File: src/rtl/key_pulser_if.sv
// Button bundle between the KEY pins and the debounce front end.
// master drives the raw active-low keys; slave returns the cleaned events.
interface key_pulser_if #(
  parameter int WIDTH = 2
);
  logic [WIDTH-1:0] key_n;
  logic [WIDTH-1:0] level;
  logic [WIDTH-1:0] press;
  logic [WIDTH-1:0] release_evt;
  logic [WIDTH-1:0] repeat_evt;

  modport master (
    output key_n,
    input  level,
    input  press,
    input  release_evt,
    input  repeat_evt
  );

  modport slave (
    input  key_n,
    output level,
    output press,
    output release_evt,
    output repeat_evt
  );
endinterface

File: src/rtl/key_pulser.sv
// Push-button front end: per key a 2-flop synchroniser, a debounce FSM with
// counter, a debounced level, registered press/release pulses and an optional
// hold-to-repeat pulse. Channels are fully independent.
module key_pulser #(
  parameter int WIDTH           = 2,
  parameter int DEBOUNCE_CYCLES = 500000,
  parameter int REPEAT_DELAY    = 0,
  parameter int REPEAT_PERIOD   = 5000000
) (
  input logic         clk,
  input logic         rst,
  key_pulser_if.slave bus
);

  localparam int MAX_DR = (DEBOUNCE_CYCLES > REPEAT_DELAY) ? DEBOUNCE_CYCLES : REPEAT_DELAY;
  localparam int MAX_P  = (MAX_DR > REPEAT_PERIOD) ? MAX_DR : REPEAT_PERIOD;
  localparam int CW     = $clog2(MAX_P) + 1;

  localparam logic [CW-1:0] D_LAST  = CW'(DEBOUNCE_CYCLES - 1);
  localparam logic [CW-1:0] P_LAST  = CW'(REPEAT_PERIOD - 1);
  // hold counts up to R_LAST, fires the first repeat, then parks at R_ARMED
  // so it can never wrap back into a spurious first repeat.
  localparam logic [CW-1:0] R_LAST  = CW'((REPEAT_DELAY == 0) ? 0 : REPEAT_DELAY - 1);
  localparam logic [CW-1:0] R_ARMED = CW'(REPEAT_DELAY);

  typedef enum logic [1:0] {UP, DB_DN, DOWN, DB_UP} state_t;

  logic [WIDTH-1:0] sync1, sync2;
  logic [WIDTH-1:0] raw;

  state_t [WIDTH-1:0]          state_q, state_d;
  logic   [WIDTH-1:0][CW-1:0]  cnt_q, cnt_d;
  logic   [WIDTH-1:0][CW-1:0]  hold_q, hold_d;
  logic   [WIDTH-1:0][CW-1:0]  per_q, per_d;
  logic   [WIDTH-1:0]          level_q, level_d;
  logic   [WIDTH-1:0]          press_q, press_d;
  logic   [WIDTH-1:0]          release_q, release_d;
  logic   [WIDTH-1:0]          repeat_q, repeat_d;

  // Two-flop synchroniser; resets to the released (high) level
  always_ff @(posedge clk) begin
    if (rst) begin
      sync1 <= '1;
      sync2 <= '1;
    end else begin
      sync1 <= bus.key_n;
      sync2 <= sync1;
    end
  end

  assign raw = ~sync2;

  // State, counters and registered outputs
  always_ff @(posedge clk) begin
    if (rst) begin
      for (int i = 0; i < WIDTH; i++) state_q[i] <= UP;
      cnt_q     <= '0;
      hold_q    <= '0;
      per_q     <= '0;
      level_q   <= '0;
      press_q   <= '0;
      release_q <= '0;
      repeat_q  <= '0;
    end else begin
      state_q   <= state_d;
      cnt_q     <= cnt_d;
      hold_q    <= hold_d;
      per_q     <= per_d;
      level_q   <= level_d;
      press_q   <= press_d;
      release_q <= release_d;
      repeat_q  <= repeat_d;
    end
  end

  // Per-channel next state, counter updates and pulse decisions
  always_comb begin
    state_d   = state_q;
    cnt_d     = cnt_q;
    hold_d    = hold_q;
    per_d     = per_q;
    level_d   = level_q;
    press_d   = '0;
    release_d = '0;
    repeat_d  = '0;
    for (int i = 0; i < WIDTH; i++) begin
      unique case (state_q[i])
        UP: begin
          level_d[i] = 1'b0;
          if (raw[i]) begin
            state_d[i] = DB_DN;
            cnt_d[i]   = '0;
          end
        end
        DB_DN: begin
          if (!raw[i]) begin
            state_d[i] = UP;
          end else if (cnt_q[i] == D_LAST) begin
            state_d[i] = DOWN;
            press_d[i] = 1'b1;
            level_d[i] = 1'b1;
            hold_d[i]  = '0;
          end else begin
            cnt_d[i] = cnt_q[i] + 1'b1;
          end
        end
        DOWN: begin
          if (!raw[i]) begin
            state_d[i] = DB_UP;
            cnt_d[i]   = '0;
          end else if (REPEAT_DELAY != 0) begin
            if (hold_q[i] == R_ARMED) begin
              if (per_q[i] == P_LAST) begin
                repeat_d[i] = 1'b1;
                per_d[i]    = '0;
              end else begin
                per_d[i] = per_q[i] + 1'b1;
              end
            end else if (hold_q[i] == R_LAST) begin
              repeat_d[i] = 1'b1;
              hold_d[i]   = R_ARMED;
              per_d[i]    = '0;
            end else begin
              hold_d[i] = hold_q[i] + 1'b1;
            end
          end
        end
        DB_UP: begin
          // A glitch back to pressed resumes the hold timing where it paused
          if (raw[i]) begin
            state_d[i] = DOWN;
          end else if (cnt_q[i] == D_LAST) begin
            state_d[i]   = UP;
            release_d[i] = 1'b1;
            level_d[i]   = 1'b0;
          end else begin
            cnt_d[i] = cnt_q[i] + 1'b1;
          end
        end
      endcase
    end
  end

  assign bus.level       = level_q;
  assign bus.press       = press_q;
  assign bus.release_evt = release_q;
  assign bus.repeat_evt  = repeat_q;

endmodule
File: src/flat_wrapper.sv
// flat-port wrapper written by rule: the top's interface ports become plain ports
module key_pulser_flat 
#(
  parameter int WIDTH           = 2,
  parameter int DEBOUNCE_CYCLES = 500000,
  parameter int REPEAT_DELAY    = 0,
  parameter int REPEAT_PERIOD   = 5000000
)
  (clk, rst, bus_key_n, bus_level, bus_press, bus_release_evt, bus_repeat_evt);
  key_pulser_if #(.WIDTH(WIDTH)) bus_i ();
  input logic clk;
  input logic rst;
  input wire logic [$bits(bus_i.key_n)-1:0] bus_key_n;
  output wire logic [$bits(bus_i.level)-1:0] bus_level;
  output wire logic [$bits(bus_i.press)-1:0] bus_press;
  output wire logic [$bits(bus_i.release_evt)-1:0] bus_release_evt;
  output wire logic [$bits(bus_i.repeat_evt)-1:0] bus_repeat_evt;
  assign bus_i.key_n = bus_key_n;
  assign bus_level = bus_i.level;
  assign bus_press = bus_i.press;
  assign bus_release_evt = bus_i.release_evt;
  assign bus_repeat_evt = bus_i.repeat_evt;
  key_pulser #(.WIDTH(WIDTH), .DEBOUNCE_CYCLES(DEBOUNCE_CYCLES), .REPEAT_DELAY(REPEAT_DELAY), .REPEAT_PERIOD(REPEAT_PERIOD)) u_core (.clk(clk), .rst(rst), .bus(bus_i));
endmodule
File: config.mk
export PLATFORM = sky130hd
export DESIGN_NAME = key_pulser_flat
export DESIGN_NICKNAME = d
export VERILOG_FILES = /design/src/rtl/key_pulser_if.sv /design/src/rtl/key_pulser.sv /design/src/flat_wrapper.sv
export SDC_FILE = /design/constraint.sdc
export NUM_CORES = 1
export LEC_CHECK = 0
export CAP_MARGIN = 20
export CORE_MARGIN = 8
export CORE_UTILIZATION = 64
export DETAILED_ROUTE_END_ITERATION = 10
export GPL_ROUTABILITY_DRIVEN = 0
export PLACE_DENSITY = 0.95
export SYNTH_ARGS = -nofsm -noshare
export SYNTH_HDL_FRONTEND = slang
export SYNTH_SLANG_ARGS = --single-unit
File: constraint.sdc
create_clock -name clk -period 2.7 [get_ports clk]
set_input_delay 0.54 -clock clk [delete_from_list [all_inputs] [get_ports clk]]
set_output_delay 0.54 -clock clk [all_outputs]
set_load 0.03 [all_outputs]
After elaboration in Yosys (flattened, before gate mapping)
Cells that the tools add are included.

word-level totals
  bits in latches = 0
  output and inout port bits = 8
  bits in read-only memories = 0
  memories = 0
  register bits = 62
  memory bits (writable) = 0
  input bits = 4

cells by class
  $mul = 0
  reduce and logical (&&, ||, !) cells = 14
  shift-type cells = 0
  add/subtract/negate cells = 2
  bitwise logic cells = 7
  div/mod/pow operators = 0
  order comparisons = 0
  mux-type cells = 38
  equal/unequal tests = 24

operators by type and width
  kind                                              count
  two-way mux 24 bit                                10
  one-hot mux 24 bit (4 select lines)               2
  adder 24 x 1 -> 24 bit (second input constant)    2
  == test 24 x 19 -> 1 bit (second input constant)  2
  two-way mux 2 bit                                 12
  != test 2 x 1 -> 1 bit (second input constant)    8
  one-hot mux 2 bit (4 select lines)                2
  AND reduction 4 bit                               4
  OR reduction 3 bit                                4
  two-way mux 1 bit                                 10
  AND reduction 5 bit                               2
  == test 2 bit (second input constant)             4
  != test 2 bit (second input constant)             4
  != test 3 x 1 -> 1 bit (second input constant)    2
  != test 3 bit (second input constant)             2
  NOT 1 bit                                         6
  one-hot mux 1 bit (3 select lines)                2
  nonzero test 3 bit                                2
  == test 2 x 1 -> 1 bit (second input constant)    2
  zero test 2 bit                                   2
  NOT 2 bit                                         1

Logic depth before layout (Yosys ltp)
  depth in word-level cells = 4
  mapped depth = 8
  depth with buffers taken out = 6

Least setup slack after synthesis
OpenSTA, ideal clock, no wires.

  path kind = flip-flop to flip-flop
  start = reg u_core.cnt_q[24] in the netlist's numbering
  end = reg u_core.cnt_q[26] in the netlist's numbering
  setup time = 0.114 ns
  cell stages (with the launch flop) = 8
  arrival = 1.657 ns
  setup slack = 0.929 ns
  required time = 2.586 ns
  cell sequence = dfxtp_1 ha_1 and4_1 nand4_1 o21ai_1 buf_2 nor4_1 a21o_1

on the way
  word-level cells in the longest chain between the ends = 4

ends and longest elaborated chain
  what                                                                       RTL line                             text
  from (decl)                                                                key_pulser.sv:32                     logic [WIDTH-1:0][CW-1:0] cnt_q, cnt_d;
  from (signal assigned)                                                     key_pulser.sv:66                     cnt_q <= cnt_d;
  adder 24 x 1 -> 24 bit / == test 24 x 19 -> 1 bit (equally long branches)  n/a
  two-way mux 24 bit *                                                       key_pulser.sv:98, key_pulser.sv:132
  two-way mux 24 bit (on tied branches)                                      key_pulser.sv:130, key_pulser.sv:96
  one-hot mux 24 bit (4 select lines) *                                      key_pulser.sv:87                     unique case (state_q[i])

Mark *: on every way between the ends. The rest lies on a longest branch, timed or not. The select of a mux whose other input is x is not followed.
A chain may end at the register's enable or synchronous reset.

Worst setup path after layout
Same ends and word-level chain as after synthesis.

==> results by group <==
Global routing
  • GR Layer Usage met3: 0.0635
  • Largest net degree at the start of global routing: 21
  • Vias in the first global route: 2,520
  • Met2 Track Usage GR: 0.339
  • First-pass GRT wire length: 11,200 µm
  • Initial antenna violation count: 0
  • Met1 usage: 0.203
  • Grt ovf: 0
  • Busiest grt layer: met2
  • GRT Total Usage: 0.193

Min path
  • Hold Path Cell Cnt: 1
  • Type of the tightest min-delay check: reg -> reg
  • Hold Crit Start: u_core.sync1[0]
  • Hold endpoint: u_core.sync2[0]

Clock network
  • CTS tree: built
  • TritonCTS Buffers: 9
  • Clk sinks: 62
  • Clock Tree Buf Depth: 2
  • Hold-fix buffers at CTS: 0
  • Post-CTS Setup Repair Bufs: 0
  • Clk root buf: clkbuf_8
  • Clock slew at reported path FFs: 60 ps
  • Clock H-tree levels: 3
  • Insertion delay to the later sink of the worst-skew pair: 340 ps
  • Post-CTS Resized: 0

Power and ir drop
  • Share of power burned in registers: 0.547
  • Sw frac: 0.225
  • Max IR drop VDD: 0.442 mV
  • Static Leak: 1.11 nW
  • Combinational share of power: 0.030
  • Pwr dens: 526 nW/µm²
  • Clk network pwr share: 0.423
  • Int Power: 1.31 mW
  • Psw: 0.380 mW

Synthesis
  • Async S/R FF share, synth: 0
  • Synthesized cell area: 2890 µm²
  • Synth Instances: 337
  • Ranking of synthesized cells by area: dfxtp_1, xor2_1, nor2_1
  • Ys Warns: 0
  • Number of synthesized register bits: 62
  • Synth area leader: dfxtp_1
  • Yosys top cell area share: 0.430
  • Most common cell in the netlist: dfxtp_1
  • Sequential area share after synthesis: 0.430
  • Ys flop type: dfxtp_1
  • EDFF count, synth: 0
  • Commonest cells in the netlist: dfxtp_1, nor2_1, a21oi_1, xor2_1, nand2_1
  • Unique masters post-synth: 43
  • Avg Cell Area, Syn: 8.57 µm²

Critical path
  • RR Endpoint: u_core.cnt_q[26]
  • Crit end category: register
  • Critical path's largest stage delay: 640 ps
  • Worst R2R Start: u_core.cnt_q[24]
  • Crit-path cells: ha_1 > and4_1 > nand4_1 > o21ai_1 > buf_4 > nor4_1 > a21o_1
  • Crit Path Max Fanout: 14
  • R2R setup slack: 420 ps
  • Worst endpoint data arrival time: 2500 ps
  • Worst setup path category: reg -> reg
  • Register-to-Register Path Depth: 7
  • Critical path launch point type: register
  • Data required time of the worst path: 2930 ps
  • Slowest stage cell, crit path: o21ai_1

Timing
  • Worst slew margin: 0.489
  • Max-slew violation count: 0
  • Worst Tran Pin Value: 761 ps
  • Final hold vios: 0
  • RSZ-0062 raised after global routing: false
  • Post-route clock period utilization: 0.843
  • Final min period: 2280 ps
  • F_max: 0.439 GHz
  • Total negative setup slack: 0 ps
  • Final number of setup-violating endpoints: 0
  • Final Skew: 9.04 ps
  • Final setup margin: 423 ps

Floorplan
  • Chip height: 83.2 µm
  • Core area: 4350 µm²
  • Starting Density: 0.663
  • Cell Rows: 24
  • Io pins: 12
  • Die X: 83.2 µm
  • Die ar.: 6920 µm²

Status
  • Run status: completed

Routing
  • Antenna-violating nets left: 0
  • WL per Instance: 16.3 µm
  • Drt via density: 6.40
  • TritonRoute pass-1 iters: 6
  • Via Count: 2,600
  • DR DRC count: 0
  • 1st-iter DRT viols: 169
  • DRT Wirelength: 6640 µm

Finish
  • Fin util: 0.736
  • Share of cells above drive strength 1: 0.0960
  • Nets: 356
  • Layout area overhead: 11.0%
  • # fillers: 297
  • N_diodes: 0
  • Reg area: 1240 µm²
  • Multi-input logic area: 1550 µm²

Place
  • Place WS: 528 ps
  • Final HPWL DP: 4310 µm
  • Port Buffers: 9

Run
  • Max-cap violations: 0
-- area by class of cell --
type | count | area share
clock inverters | 4 | 0.00703
inverters | 9 | 0.0105
clock buffers | 11 | 0.0472
flip-flops and latches | 62 | 0.387
repair buffers | 16 | 0.0445
well taps | 52 | 0.0203
multi-input cells | 252 | 0.483
-- worst max-delay path, delay by kind of cell (launching register included) --
family / cells / cell delay [ps]
buffers and inverters: 1 / 260
and+or+nand+nor: 3 / 420
adders and majority gates: 1 / 270
DFF: 1 / 410
AOI/OAI and AO/OA: 2 / 800
-- layer usage --
metal  wire [µm]  up-vias
li1            -     1254
met1        2650     1245
met2        3490       84
met3         353       17
met4         142        0
met5           0        -
-- power groups by stage --
| stage | logic, mW | clock network (mW) | registers (mW) |
|---|---|---|---|
| 3_3_place_gp | 0.0476 | 0 | 0.942 |
| 5_1_grt | 0.0553 | 0.765 | 0.922 |
| 4_1_cts | 0.0497 | 0.725 | 0.922 |
| 6_report | 0.0511 | 0.713 | 0.922 |
| 2_1_floorplan | 0.0347 | 0 | 0.941 |
| 3_5_place_dp | 0.0493 | 0 | 0.943 |
-- layout by cell type, fill, tap and decap left out, types with 2 or more instances in the layout --
master,synthesis,layout
nor3_1,6,6
conb_1,1,2
nand4_1,20,20
nand3_1,18,18
and4_1,7,7
and3_1,8,8
nor4b_1,4,4
or2_2,7,7
buf_4,2,7
or4_1,5,5
clkbuf_8,0,11
and2_1,2,2
o21ai_0,14,13
inv_1,8,8
o31ai_1,6,6
o22ai_1,2,2
nor4_1,10,10
xnor2_1,7,7
or3_1,12,12
xor2_1,22,22
a21oi_1,22,22
nand2_1,21,21
dfxtp_1,62,62
clkinv_2,0,3
o21ai_1,2,3
o211ai_1,2,2
ha_1,2,2
clkdlybuf4s50_1,0,9
nor4_4,2,2
nor2_1,36,36
-- how the worst max path moves through the flow --
| stage | from | depth (start not counted) | end | slack [ps] |
|---|---|---|---|---|
| after floorplan | u_core.cnt_q[24] | 7 | u_core.cnt_q[26] | 930 |
| after global placement | u_core.cnt_q[24] | 7 | u_core.cnt_q[26] | 590 |
| after detailed placement | u_core.cnt_q[24] | 7 | u_core.cnt_q[26] | 530 |
| after CTS | u_core.cnt_q[24] | 7 | u_core.cnt_q[26] | 460 |
| after global routing | u_core.cnt_q[24] | 7 | u_core.cnt_q[26] | 250 |
| final | u_core.cnt_q[24] | 7 | u_core.cnt_q[26] | 420 |
-- cells by family (layout without fill, tap and decap cells) --
group,count (synthesis),count (layout),share of synthesized area
DFF,62,62,0.430
buffers and inverters,24,40,0.0355
adders and majority gates,2,2,0.00866
muxes,1,1,0.00347
AOI/OAI and AO/OA,55,55,0.110
xor gates and xnor gates,29,29,0.0880
and+or+nand+nor,163,163,0.323
other,1,2,0.00130
-- registers in the layout, indices dropped and copies added (netlist names), named ones only --
name                    flops
u_core.bus.release_evt      2
u_core.cnt_q               48
u_core.state_q              2
u_core.sync1                2
u_core.bus.level            2
u_core.bus.press            2
u_core.sync2                2
-- through the flow --
stage / instance area [µm²] / power [mW] / hold WS, ps / cells
2_1_floorplan: 2890 / 0.976 / 389 / 338
3_3_place_gp: 3030 / 0.990 / 396 / 391
3_5_place_dp: 3030 / 0.992 / 409 / 391
4_1_cts: 3200 / 1.70 / 424 / 406
5_1_grt: 3200 / 1.74 / 431 / 406
6_report: 3200 / 1.69 / 423 / 406
(Power assumes the default switching activity.)
==> edit, RTL diff (config.mk and constraints unchanged) <==
`DEBOUNCE_CYCLES` is set to 500000 in 2 places; all go to 125000.
--- a/src/rtl/key_pulser.sv
+++ b/src/rtl/key_pulser.sv
@@ -3,7 +3,7 @@
 // hold-to-repeat pulse. Channels are fully independent.
 module key_pulser #(
   parameter int WIDTH           = 2,
-  parameter int DEBOUNCE_CYCLES = 500000,
+  parameter int DEBOUNCE_CYCLES = 125000,
   parameter int REPEAT_DELAY    = 0,
   parameter int REPEAT_PERIOD   = 5000000
 ) (
--- a/src/flat_wrapper.sv
+++ b/src/flat_wrapper.sv
@@ -2,7 +2,7 @@
 module key_pulser_flat 
 #(
   parameter int WIDTH           = 2,
-  parameter int DEBOUNCE_CYCLES = 500000,
+  parameter int DEBOUNCE_CYCLES = 125000,
   parameter int REPEAT_DELAY    = 0,
   parameter int REPEAT_PERIOD   = 5000000
 )
Check against the original RTL: no difference found for any inputs over 10 cycles, from zero or initial values and one cycle with rst high; that may be too few to reach the edited logic, so the function may still have changed.
==> edit against the unedited design <==
Routed wire length is 2.9% lower; synthesized cell count fell by 0.59%; power rose by 6.6%; setup slack improved by 0.12 ns; count of clock-buffer cells in the layout rose by 1; sequential cell count did not move; area after synthesis up 1.4%; combinational power down 11%; final cell count is 0.49% lower; global-route usage decreased by 0.87 points; die area grew 1.1%; design area grew 1.4%; critical path depth decreased by 1; highest routed layer unchanged.
==> edit: results (changes against the unedited design) <==
stage	metric	value	unit	change
run_status	status	completed		unchanged
cts	cts_setup_buffers	0		unchanged
synthesis	synth_area_leaders	dfxtp_1 (42%), xor2_1 (6.0%), nor2_1 (5.8%), xnor2_1 (3.9%), nand4_1 (3.4%)		was dfxtp_1 (43%), xor2_1 (6.7%), nor2_1 (4.7%), nand4_1 (4.3%), a21oi_1 (3.8%)
hold_path	hold_path_startpoint	u_core.sync1[0]		unchanged
layout	largest_reg_flops	48		unchanged
hold_path	hp-class	register to register		unchanged
placement	io_buffer_count	9		unchanged
global_route	grt_pass1_wl	10900	µm	was 11200 µm
synthesis	ys_seq_area_share	42.4	%	was 43.0%
timing	slew_headroom	32.1	%	was 48.9%
routing	m1WireLength	2680	µm	was 2650 µm
worst_setup_path	worstRegToRegCells	6		was 7
synthesis	ys_warn_count	0		unchanged
routing	drt_iter0_markers	160		was 169
timing	slew_viol_final	0		unchanged
routing	dr_wl_met2	3290	µm	was 3490 µm
worst_setup_path	cp.arrival	2.35	ns	was 2.50 ns
layout	fill_cells	309		was 297
synthesis	synth_async_sr_flop_share	0	%	unchanged
power_and_ir_drop	power_leakage	1.10	nW	was 1.11 nW
placement	place_hpwl	4480	µm	was 4310 µm
worst_setup_path	r2r_end	u_core.cnt_q[43]		was u_core.cnt_q[26]
synthesis	synth_ff_type	dfxtp_1		unchanged
timing	finalClockSkew	0.00711	ns	was 0.00904 ns
layout	largest-register	u_core.cnt_q		unchanged
global_route	antenna_found_initial	0		unchanged
routing	drt_wl_total	6450	µm	was 6640 µm
routing	route.met3.wl	324	µm	was 353 µm
global_route	grt_max_degree	23		was 21
routing	vias	2486		was 2600
synthesis	synthTopCellsByCount	dfxtp_1 (62), nor2_1 (45), nand2_1 (23), xor2_1 (20)		was dfxtp_1 (62), nor2_1 (36), a21oi_1 (22), xor2_1 (22), nand2_1 (21)
cts	cts_resized	0		unchanged
hold_path	worstHoldPathCells	1		unchanged
cts	root_buffer	clkbuf_8		unchanged
hold_path	whs_endpoint	u_core.sync2[0]		unchanged
power_and_ir_drop	ir_worst_vdd	0.628	mV	was 0.442 mV
worst_setup_path	critPathMaxFanout	15		was 14
cts	clk_latency	0.35	ns	
worst_setup_path	regToRegStartpoint	u_core.cnt_q[24]		unchanged
routing	first_pass_iters	4		was 6
routing	top_layer	met4		unchanged
global_route	grt_usage	18.4	%	was 19.3%
cts	numCtsBuffers	9		unchanged
cts	cts_htree_levels	3		unchanged
cts	clkTransAtPathRegs	0.07	ns	
worst_setup_path	rrSetupSlack	0.54	ns	was 0.42 ns
layout	nNetsFinal	353		was 356
global_route	grt_pass1_vias	2414		was 2520
layout	num_antenna_cells	0		unchanged
synthesis	synth.distinct_cells	52		was 43
layout	drive_gt1_share	9.66	%	was 9.60%
cts	clockBufferDepth	2		unchanged
## edit: changes by cell type in the layout (fill, tap and decap cells not counted), moves of 4 or more
cell,delta
nor2_1,+9
a21oi_1,-8
xnor2_1,+6
a31oi_1,+5
and3_1,-5
nor3_1,+5
or4_1,-5
nand4_1,-4
nor4_1,-4
## edit: cell families after synthesis
logic type	synth area share [%]
muxes	0.385
buffers and inverters	3.46
and+or+nand+nor	31.4
xor gates and xnor gates	10.4
DFF	42.4
AOI/OAI and AO/OA	10.9
adders and majority gates	0.855
other	0.128
## edit: cell type report
type	instances	area [µm²]	area share [%]
multi-input cells	252	1590	48.9
flip-flops and latches	62	1240	38.2
clock buffers	12	155	4.77
repair buffers	13	120	3.70
well taps	52	65.1	2.00
clock inverters	4	45.0	1.39
inverters	9	33.8	1.04
## edit: per-stage QoR
stage | instance area (µm²) | hold WS (ns) | total power [mW] | instances | setup slack, ns
detailed placement | 3050 | 0.405 | 0.988 | 388 | 0.564
global placement | 3050 | 0.393 | 0.987 | 388 | 0.617
global route | 3250 | 0.433 | 1.85 | 404 | 0.282
floorplan | 2930 | 0.389 | 0.976 | 336 | 0.997
CTS | 3250 | 0.421 | 1.81 | 404 | 0.546
finish | 3250 | 0.417 | 1.80 | 404 | 0.539
## edit: worst max path at each step
stage | from | endpoint | slack [ns] | cells after the start
after floorplan | u_core.cnt_q[24] | u_core.bus.level[1] | 1.0 | 7
after global placement | u_core.cnt_q[24] | u_core.cnt_q[37] | 0.62 | 6
after detailed placement | u_core.cnt_q[24] | u_core.cnt_q[33] | 0.56 | 6
after CTS | u_core.cnt_q[24] | u_core.cnt_q[33] | 0.55 | 6
after global routing | u_core.cnt_q[24] | u_core.cnt_q[43] | 0.28 | 6
final | u_core.cnt_q[24] | u_core.cnt_q[43] | 0.54 | 6
## edit: where the power goes
group	switching, mW	internal (mW)
Combinational	0.0305	0.0149
Clock	0.358	0.472
Sequential	0.00495	0.918
## edit: routing by layer
layer,up-vias,track usage [%]
met2,84,31.5
met3,19,4.39
met1,1166,20.5
li1,1217,-
met4,0,9.73
met5,-,0
## edit: critical path, stage by stage (launching register included)
cell      delay [ns]
dfxtp_1         0.35
ha_1            0.25
and2_1          0.18
nand4_1         0.16
o21ai_1         0.11
o21bai_1        0.82
nor2_1          0.14
